## src/rtl/sobel_frame_loader.sv

```systemverilog
// Write side of the Sobel input frame buffer: stores one raster-order frame into
// input_memory, then holds start to sobel_exc until it reports finish.
module sobel_frame_loader #(
  parameter int DATA_WIDTH        = 8,
  parameter int ADDR_WIDTH        = 16,
  parameter int IMAGE_ROW_SIZE    = 128,
  parameter int IMAGE_COLUMN_SIZE = 128
) (
  input  logic                  clk_i,
  input  logic                  rst_ni,
  input  logic                  s_valid_i,
  output logic                  s_ready_o,
  input  logic [DATA_WIDTH-1:0] s_data_i,
  input  logic                  s_last_i,
  output logic                  mem_wr_en_o,
  output logic [ADDR_WIDTH-1:0] mem_addr_o,
  output logic [DATA_WIDTH-1:0] mem_data_o,
  output logic                  start_o,
  input  logic                  finish_i,
  output logic                  busy_o,
  output logic                  frame_done_o,
  output logic                  err_o
);

  // Handshake: a pixel transfers in any cycle where s_valid_i && s_ready_o are both
  // high at the rising edge; s_data_i/s_last_i are only looked at in such a cycle.

  localparam int N = IMAGE_ROW_SIZE * IMAGE_COLUMN_SIZE;
  localparam logic [ADDR_WIDTH-1:0] LAST_ADDR = ADDR_WIDTH'(N - 1);

  typedef enum logic [1:0] {
    LOAD = 2'd0,
    KICK = 2'd1,
    RUN  = 2'd2
  } state_t;

  state_t                r_state;
  state_t                w_next;
  logic [ADDR_WIDTH-1:0] r_cnt;
  logic                  r_wr_en;
  logic [ADDR_WIDTH-1:0] r_addr;
  logic [DATA_WIDTH-1:0] r_data;
  logic                  r_start;
  logic                  r_done;
  logic                  r_err;
  logic                  w_ready;
  logic                  w_accept;
  logic                  w_at_end;
  logic                  w_early;

  // Ready is gated by reset so every output reads 0 while reset is held.
  assign w_ready  = (r_state == LOAD) && rst_ni;
  assign w_accept = s_valid_i && w_ready;
  assign w_at_end = (r_cnt == LAST_ADDR);
  assign w_early  = s_last_i && !w_at_end;

  always_comb begin
    w_next = r_state;
    case (r_state)
      LOAD:    if (w_accept && w_at_end) w_next = KICK;
      KICK:    w_next = RUN;
      RUN:     if (finish_i) w_next = LOAD;
      default: w_next = LOAD;
    endcase
  end

  always_ff @(posedge clk_i or negedge rst_ni) begin
    if (!rst_ni) begin
      r_state <= LOAD;
    end else begin
      r_state <= w_next;
    end
  end

  always_ff @(posedge clk_i or negedge rst_ni) begin
    if (!rst_ni) begin
      r_cnt   <= '0;
      r_wr_en <= 1'b0;
      r_addr  <= '0;
      r_data  <= '0;
      r_start <= 1'b0;
      r_done  <= 1'b0;
      r_err   <= 1'b0;
    end else begin
      r_wr_en <= w_accept;
      if (w_accept) begin
        r_addr <= r_cnt;
        r_data <= s_data_i;
        // Counter restarts on both a short frame and a complete frame; it never wraps.
        if (w_early || w_at_end) r_cnt <= '0;
        else                     r_cnt <= r_cnt + 1'b1;
      end
      r_err   <= w_accept && (w_early || (w_at_end && !s_last_i));
      r_start <= (w_next == RUN);
      r_done  <= (r_state == RUN) && finish_i;
    end
  end

  assign s_ready_o    = w_ready;
  assign mem_wr_en_o  = r_wr_en;
  assign mem_addr_o   = r_addr;
  assign mem_data_o   = r_data;
  assign start_o      = r_start;
  assign busy_o       = (r_state != LOAD);
  assign frame_done_o = r_done;
  assign err_o        = r_err;

endmodule
```

## config.mk

```make
export PLATFORM = sky130hd
export DESIGN_NAME = sobel_frame_loader
export DESIGN_NICKNAME = d
export VERILOG_FILES = /design/src/rtl/sobel_frame_loader.sv
export SDC_FILE = /design/constraint.sdc
export NUM_CORES = 1
export LEC_CHECK = 0
export ABC_AREA = 1
export CAP_MARGIN = 20
export CORE_MARGIN = 5
export CORE_UTILIZATION = 23
export CTS_BUF_LIST = sky130_fd_sc_hd__clkbuf_16
export DETAILED_ROUTE_END_ITERATION = 8
export SLEW_MARGIN = 5
export SYNTH_ARGS = -nofsm -noshare
export SYNTH_HDL_FRONTEND = slang
export SYNTH_SLANG_ARGS = --single-unit
```

## constraint.sdc

```tcl
create_clock -name clk_i -period 2.1 [get_ports clk_i]
set_clock_uncertainty 0.2 [all_clocks]
set_input_delay 0.21 -clock clk_i [delete_from_list [all_inputs] [get_ports clk_i]]
set_output_delay 0.21 -clock clk_i [all_outputs]
set_load 0.01 [all_outputs]
```

# Yosys cells after proc, flatten, opt, wreduce, memory -nomap -nowiden
# Cells that the tools add are included.
# classes
n_addsub,1
n_eq_ne,4
muxes,4
n_reduce_logical,13
# ops
op,count
adder 16 x 1 -> 16 bit (second input constant),1
== test 16 x 14 -> 1 bit (second input constant),1
2-to-1 mux 16 bit,1
logical AND 1 bit,7
case mux 2 bit (3 select lines),1
== test 2 bit (second input constant),2
2-to-1 mux 2 bit,2
== test 2 x 1 -> 1 bit (second input constant),1
zero test 1 bit,2
zero test 2 bit,1
logical OR 1 bit,2
nonzero test 2 bit,1
# word_totals
ff_bits,46
input_bits,13
out_inout_bits,30

# Longest topological paths before layout
# Gate-level depths: netlist of the first run.
# logic_depth
depth_word,7
depth_mapped,10
mapped_depth_nobuf,10

# Least setup slack after synthesis of the first run
# OpenSTA, ideal clock, no wires.
# synth_timing
path_type,reg-to-reg
startpoint,register r_cnt[1]
endpoint,register r_cnt[5]
arrival_ns,1.543
path_slack_ns,0.237
path_stages_with_launch,10
cell_sequence,dfrtp_1 -> ha_1 -> nand3_1 -> nor2_1 -> nand3_1 -> ha_1 -> nor2_1 -> inv_2 -> o21ai_0 -> nor2_1
# synth_via
elab_chain_len,5
# synth_rtl
item,line,rtl
from (decl),39,logic [ADDR_WIDTH-1:0] r_cnt;
from (signal assigned),91,else r_cnt <= r_cnt + 1'b1;
"parallel branches: the longest is 4 deep, another holds adder 16 x 1 -> 16 bit",--,
2-to-1 mux 16 bit *,90,if (w_early || w_at_end) r_cnt <= '0;
# Mark *: on every way between the ends.
# A chain may end at the register's enable or synchronous reset.

# Worst setup path in the final report of the first run
# layout_timing
startpoint,input port rst_ni
endpoint,output port s_ready_o
# layout_via
elab_chain_len,1
# layout_rtl
item,line,rtl
from (decl),10,"input logic rst_ni,"
logical AND 1 bit,52,assign w_ready = (r_state == LOAD) && rst_ni;
to (decl),12,"output logic s_ready_o,"
# Every way passes these cells.

==> out/results.ini, run 1 <==
[yosys]
synthTopCellsByArea=dfrtp_1 57%, nand2_1 16%, nor2_1 5.2%, inv_1 4.3%, o21ai_0 4.0%
seq_area_frac_synth=0.568
yosysWarningCount=0
syn_area_um2=2030
yosysUniqueCellTypes=19
post_synth.cell_area_avg_um2=8.30
synth_area_leader_cell=dfrtp_1
synth-seq-cells=46
syn_nets=259
synth_top_area_frac=0.568
netlist_instances=244

[finish]
regArea_um2=1150
drive_gt1_frac=0.0906
final_core_util=0.325
fillerInstances=875
final_common_cell=nand2_1
diodes=0
layout_common_cells=85 x nand2_1, 46 x dfrtp_1, 41 x clkdlybuf4s50_1
syn2layout_area_growth_pct=38.5
multiInputGateArea_um2=764
layout.nets=312

[grt]
antenna_found_initial=0
grt_max_degree=42
grt_pass1_wl_um=7820
grt_pass1_vias=1642
gr-total-overflow=0
grtUsageTotal=0.0878

[cts]
postCtsSetupBuffers=0
insertion_delay_ns=0.28
clock-sinks=46
cts-root-buf=clkbuf_16
numCtsBuffers=5
cts_tree=built
clockBufferDepth=2
htreeDepth=2
clk_pin_slew_worst_paths_ns=0.06

[setup_path]
crit_start=rst_ni
cp_top_family=buffers and inverters
crit_arrival_ns=1.60
critPathMaxStageDelay_ns=0.56
reg2reg_from=r_cnt[1]
critical_path_class=input port to output port
worstSetupEndpointType=output port
worstPathRequired_ns=1.69
start_kind=input port
path_cells=dlygate4sd3_1 > buf_4 > nand2_1 > inv_1 > clkdlybuf4s50_1
worst_path_max_delay_cell=dlygate4sd3_1
path_max_fanout=9
cp_num_buf_inv=4

[floorplanning]
io_pins=43
dieArea_um2=10800
die_w_um=104
start_util=0.235
placementRows=34
core-area_um2=8640
dieHeight_um=104

[detailed_routing]
vias=1702
routed_via_density=4.19
routed_wl_um=4850
dr.pass1.iters=4
drc=0
ant_nets=0
wl_per_cell_um=11.9
drt_iter0_drc=67

[timing]
hold_viol=0
rsz0062_at_grt=false
slew_headroom=0.640
setup_tns_ns=0
holdWs_ns=0.131
slew_violations=0
finalSetupViolCount=0
fmax_ghz=0.496
fin_crit_sh=0.959
period_needed_ns=2.01
max_slew.worst_pin.slew_ns=0.540

[place]
io_buffers=42
dp_hpwl_um=3570
gp_congestion=0.809

[power]
leakagePower_nw=1.37
power.density_nw_per_um2=738
irDropWorstVdd_v=0.000436

[run]
cap_violations=0

[worst_hold_path]
hold_path.class=input port to asynchronous set/reset pin

[run_status]
status=finished clean

## sequential cells by signal, indices dropped and copies added, names as in the netlist
register / flops
start_o: 1
frame_done_o: 1
r_state: 2
mem_addr_o: 16
err_o: 1
mem_data_o: 8
r_cnt: 16
mem_wr_en_o: 1
## logic make-up (layout without fill, tap and decap cells)
logic type,count (synthesis),count (layout),share of synthesized area
and+or+nand+nor,139,139,0.289
DFF,46,46,0.568
buffers and inverters,31,85,0.0642
AOI/OAI and AO/OA,25,25,0.0618
adders and majority gates,2,2,0.0124
xor gates and xnor gates,1,1,0.00432
## area by class of cell
cell class / count / share of cell area
Multi-Input combinational cell: 167 / 0.273
Tap cell: 108 / 0.0482
Inverter: 25 / 0.0335
Clock buffer: 5 / 0.0446
Clock inverter: 3 / 0.0143
Sequential cell: 46 / 0.410
Timing Repair Buffer: 52 / 0.177
## power breakdown
part | total [mW] | switching (mW) | leakage (nW) | internal [mW]
Clock | 0.882 | 0.325 | 0.0836 | 0.557
Combinational | 0.233 | 0.114 | 0.666 | 0.119
Sequential | 0.956 | 0.0281 | 0.624 | 0.928
## synth_stat cells, drive strengths merged
cell type	instances
nand2	86
inv	24
nor2	30
nor3	7
o21ai	16
nand4	3
ha	2
dfrtp	46
clkinv	1
xor2	1
nand3	13
a21oi	9
buf	6
## per-stage QoR
| step | instances | setup slack [ns] | instance area (µm²) | total power [mW] |
|---|---|---|---|---|
| after floorplan | 244 | 0.237 | 2030 | 1.06 |
| after global placement | 397 | 0.152 | 2610 | 1.19 |
| after detailed placement | 397 | 0.0510 | 2610 | 1.20 |
| after CTS | 406 | 0.000980 | 2780 | 2.08 |
| after global routing | 406 | 0.0176 | 2810 | 2.16 |
| final | 406 | 0.0853 | 2810 | 2.07 |
## path summary, 6_finish.rpt
| path | depth (start not counted) | slack (ns) | to |
|---|---|---|---|
| min reg2reg | 2 | 0.28 | mem_addr_o[11] |
| max | 5 | 0.09 | s_ready_o |
| min in group clk_i | 3 | 0.26 | mem_data_o[2] |
| max in group asynchronous | 3 | 0.83 | r_cnt[6] |
| max reg2reg | 9 | 0.19 | r_cnt[4] |
| min | 2 | 0.13 | mem_addr_o[8] |
## layer usage
metal / vias up / GRT usage / part of all wire
met5: - / 0 / 0
met1: 789 / 0.109 / 0.44
met4: 0 / 0.0278 / 0.012
li1: 868 / - / -
met3: 6 / 0.0180 / 0.039
met2: 39 / 0.152 / 0.51
## what timing repair did
item	in CTS	in global routing
hold buffers	1	0
resized for setup	0	7
endpoints found under the setup margin	0	13
hold endpoints to repair	5	0
Power figures use the tool's default switching activity.
==> run 2: changes to the inputs <==
Clock period 2.1 ns to 1.8 ns, I/O delays scaled along.
==> out/results.ini, run 2 (same netlist as run 1, synthesis figures left out) <==
[power]
irDropWorstVdd_v=0.000338
power.density_nw_per_um2=782
leakagePower_nw=1.43
p_total_mw=2.25

[setup_path]
crit_arrival_ns=1.75
worstSetupEndpointType=register
worstPathRequired_ns=1.77
reg2reg_from=r_cnt[1]
critical_path_class=register to register
rrSetupSlack_ns=0.03
r2r-end=r_cnt[4]
path_max_fanout=10
start_kind=register
ff2ff_path_depth=9

[floorplanning]
io_pins=43
core-area_um2=8640
start_util=0.235
placementRows=34
dieHeight_um=104
dieArea_um2=10800
die_w_um=104

[finish]
layoutNonFillerInstCount=415
diodes=0
fillerInstances=891
layout_common_cells=85 x nand2_1, 46 x dfrtp_1, 39 x clkdlybuf4s50_1
syn2layout_area_growth_pct=41.9
drive_gt1_frac=0.124
final_common_cell=nand2_1
final_cell_area_um2=2880
layout.nets=323

[worst_hold_path]
hold_path.class=input port to asynchronous set/reset pin

[cts]
clock-sinks=46
insertion_delay_ns=0.28
htreeDepth=2
clockBufferDepth=2
clk_pin_slew_worst_paths_ns=0.06
numCtsBuffers=5
cts-root-buf=clkbuf_16
cts_tree=built

[grt]
grt_pass1_wl_um=8630
antenna_found_initial=0
gr-total-overflow=0
grt_pass1_vias=1773
grtUsageTotal=0.0961
grt_max_degree=44

[detailed_routing]
wl_per_cell_um=12.1
dr.pass1.iters=4
routed_wl_um=5010
vias=1760
drt_iter0_drc=85
routed_via_density=4.24
ant_nets=0
drc=0

[timing]
max_slew.worst_pin.slew_ns=0.560
rsz0062_at_grt=true
finalSetupViolCount=0
setup_tns_ns=0
hold_viol=0
fin_crit_sh=0.986
period_needed_ns=1.77
slew_violations=0
fmax_ghz=0.564
slew_headroom=0.627

[place]
dp_cells=403
dp_hpwl_um=3730
gp_congestion=0.777
io_buffers=42
place_area_um2=2660

[run_status]
status=finished clean

[run]
cap_violations=0

-- run 2: how the worst max path moves through the flow --
stage,cells past startpoint,slack [ns],to,from
4_1_cts,9,0.008,r_cnt[4],r_cnt[0]
3_3_place_gp,6,0.02,r_cnt[3],s_valid_i
3_5_place_dp,9,-0.02,r_cnt[4],r_cnt[0]
5_1_grt,9,-0.07,r_cnt[4],r_cnt[0]
6_report,9,0.03,r_cnt[4],r_cnt[1]
2_1_floorplan,9,0.02,r_cnt[5],r_cnt[1]
-- run 2: repair_timing --
action | in CTS | in global routing
pin swaps | 1 | 4
setup buffers | 2 | 3
endpoints found under the setup margin | 11 | 28
endpoints found under the hold margin | 46 | 0
hold buffers | 1 | 0
gates resized for setup | 2 | 12
-- run 2: per-layer routing --
metal / vias up / track usage / wire length (µm)
met4: 0 / 0.0342 / 127
li1: 887 / - / -
met2: 32 / 0.170 / 2590
met5: - / 0 / 0
met3: 10 / 0.0218 / 165
met1: 831 / 0.113 / 2130
-- run 2: worst max-delay path, cell delays in order, from the launching register on --
cell and delay (ns):
dfrtp_1 0.37, ha_2 0.22, nand3_4 0.11, nor2_4 0.13
nand3_1 0.08, ha_2 0.21, nor2_4 0.15, inv_4 0.08
o21ai_1 0.08, nor2_1 0.05
-- run 2: layout make-up --
type / instances / area (µm²) / area share
clock buffer: 5 / 125 / 0.0435
multi-input combinational: 167 / 781 / 0.272
timing repair buffer: 63 / 579 / 0.201
clock inverter: 1 / 3.75 / 0.00131
inverter: 25 / 100 / 0.0348
tap: 108 / 135 / 0.0470
sequential: 46 / 1150 / 0.400
-- run 2: metrics by stage --
stage                     setup slack (ns)  hold WS (ns)  utilization
after global routing               -0.0730         0.125        0.333
after global placement              0.0215        -0.181        0.308
after CTS                          0.00836         0.110        0.326
after floorplan                     0.0163        -0.316            -
after detailed placement           -0.0223        -0.178        0.308
final                               0.0254         0.152        0.333
-- run 2: power by group --
part	switching [mW]	internal [mW]	total [mW]
clock	0.357	0.494	0.851
sequential	0.0288	1.08	1.11
combinational	0.140	0.146	0.285
==> run 3: changes to the inputs <==
Settings changed: TNS_END_PERCENT from default to 30.
==> results of run 3 <==
Same layout as run 2: the final DEF is identical, and so are final timing and power.
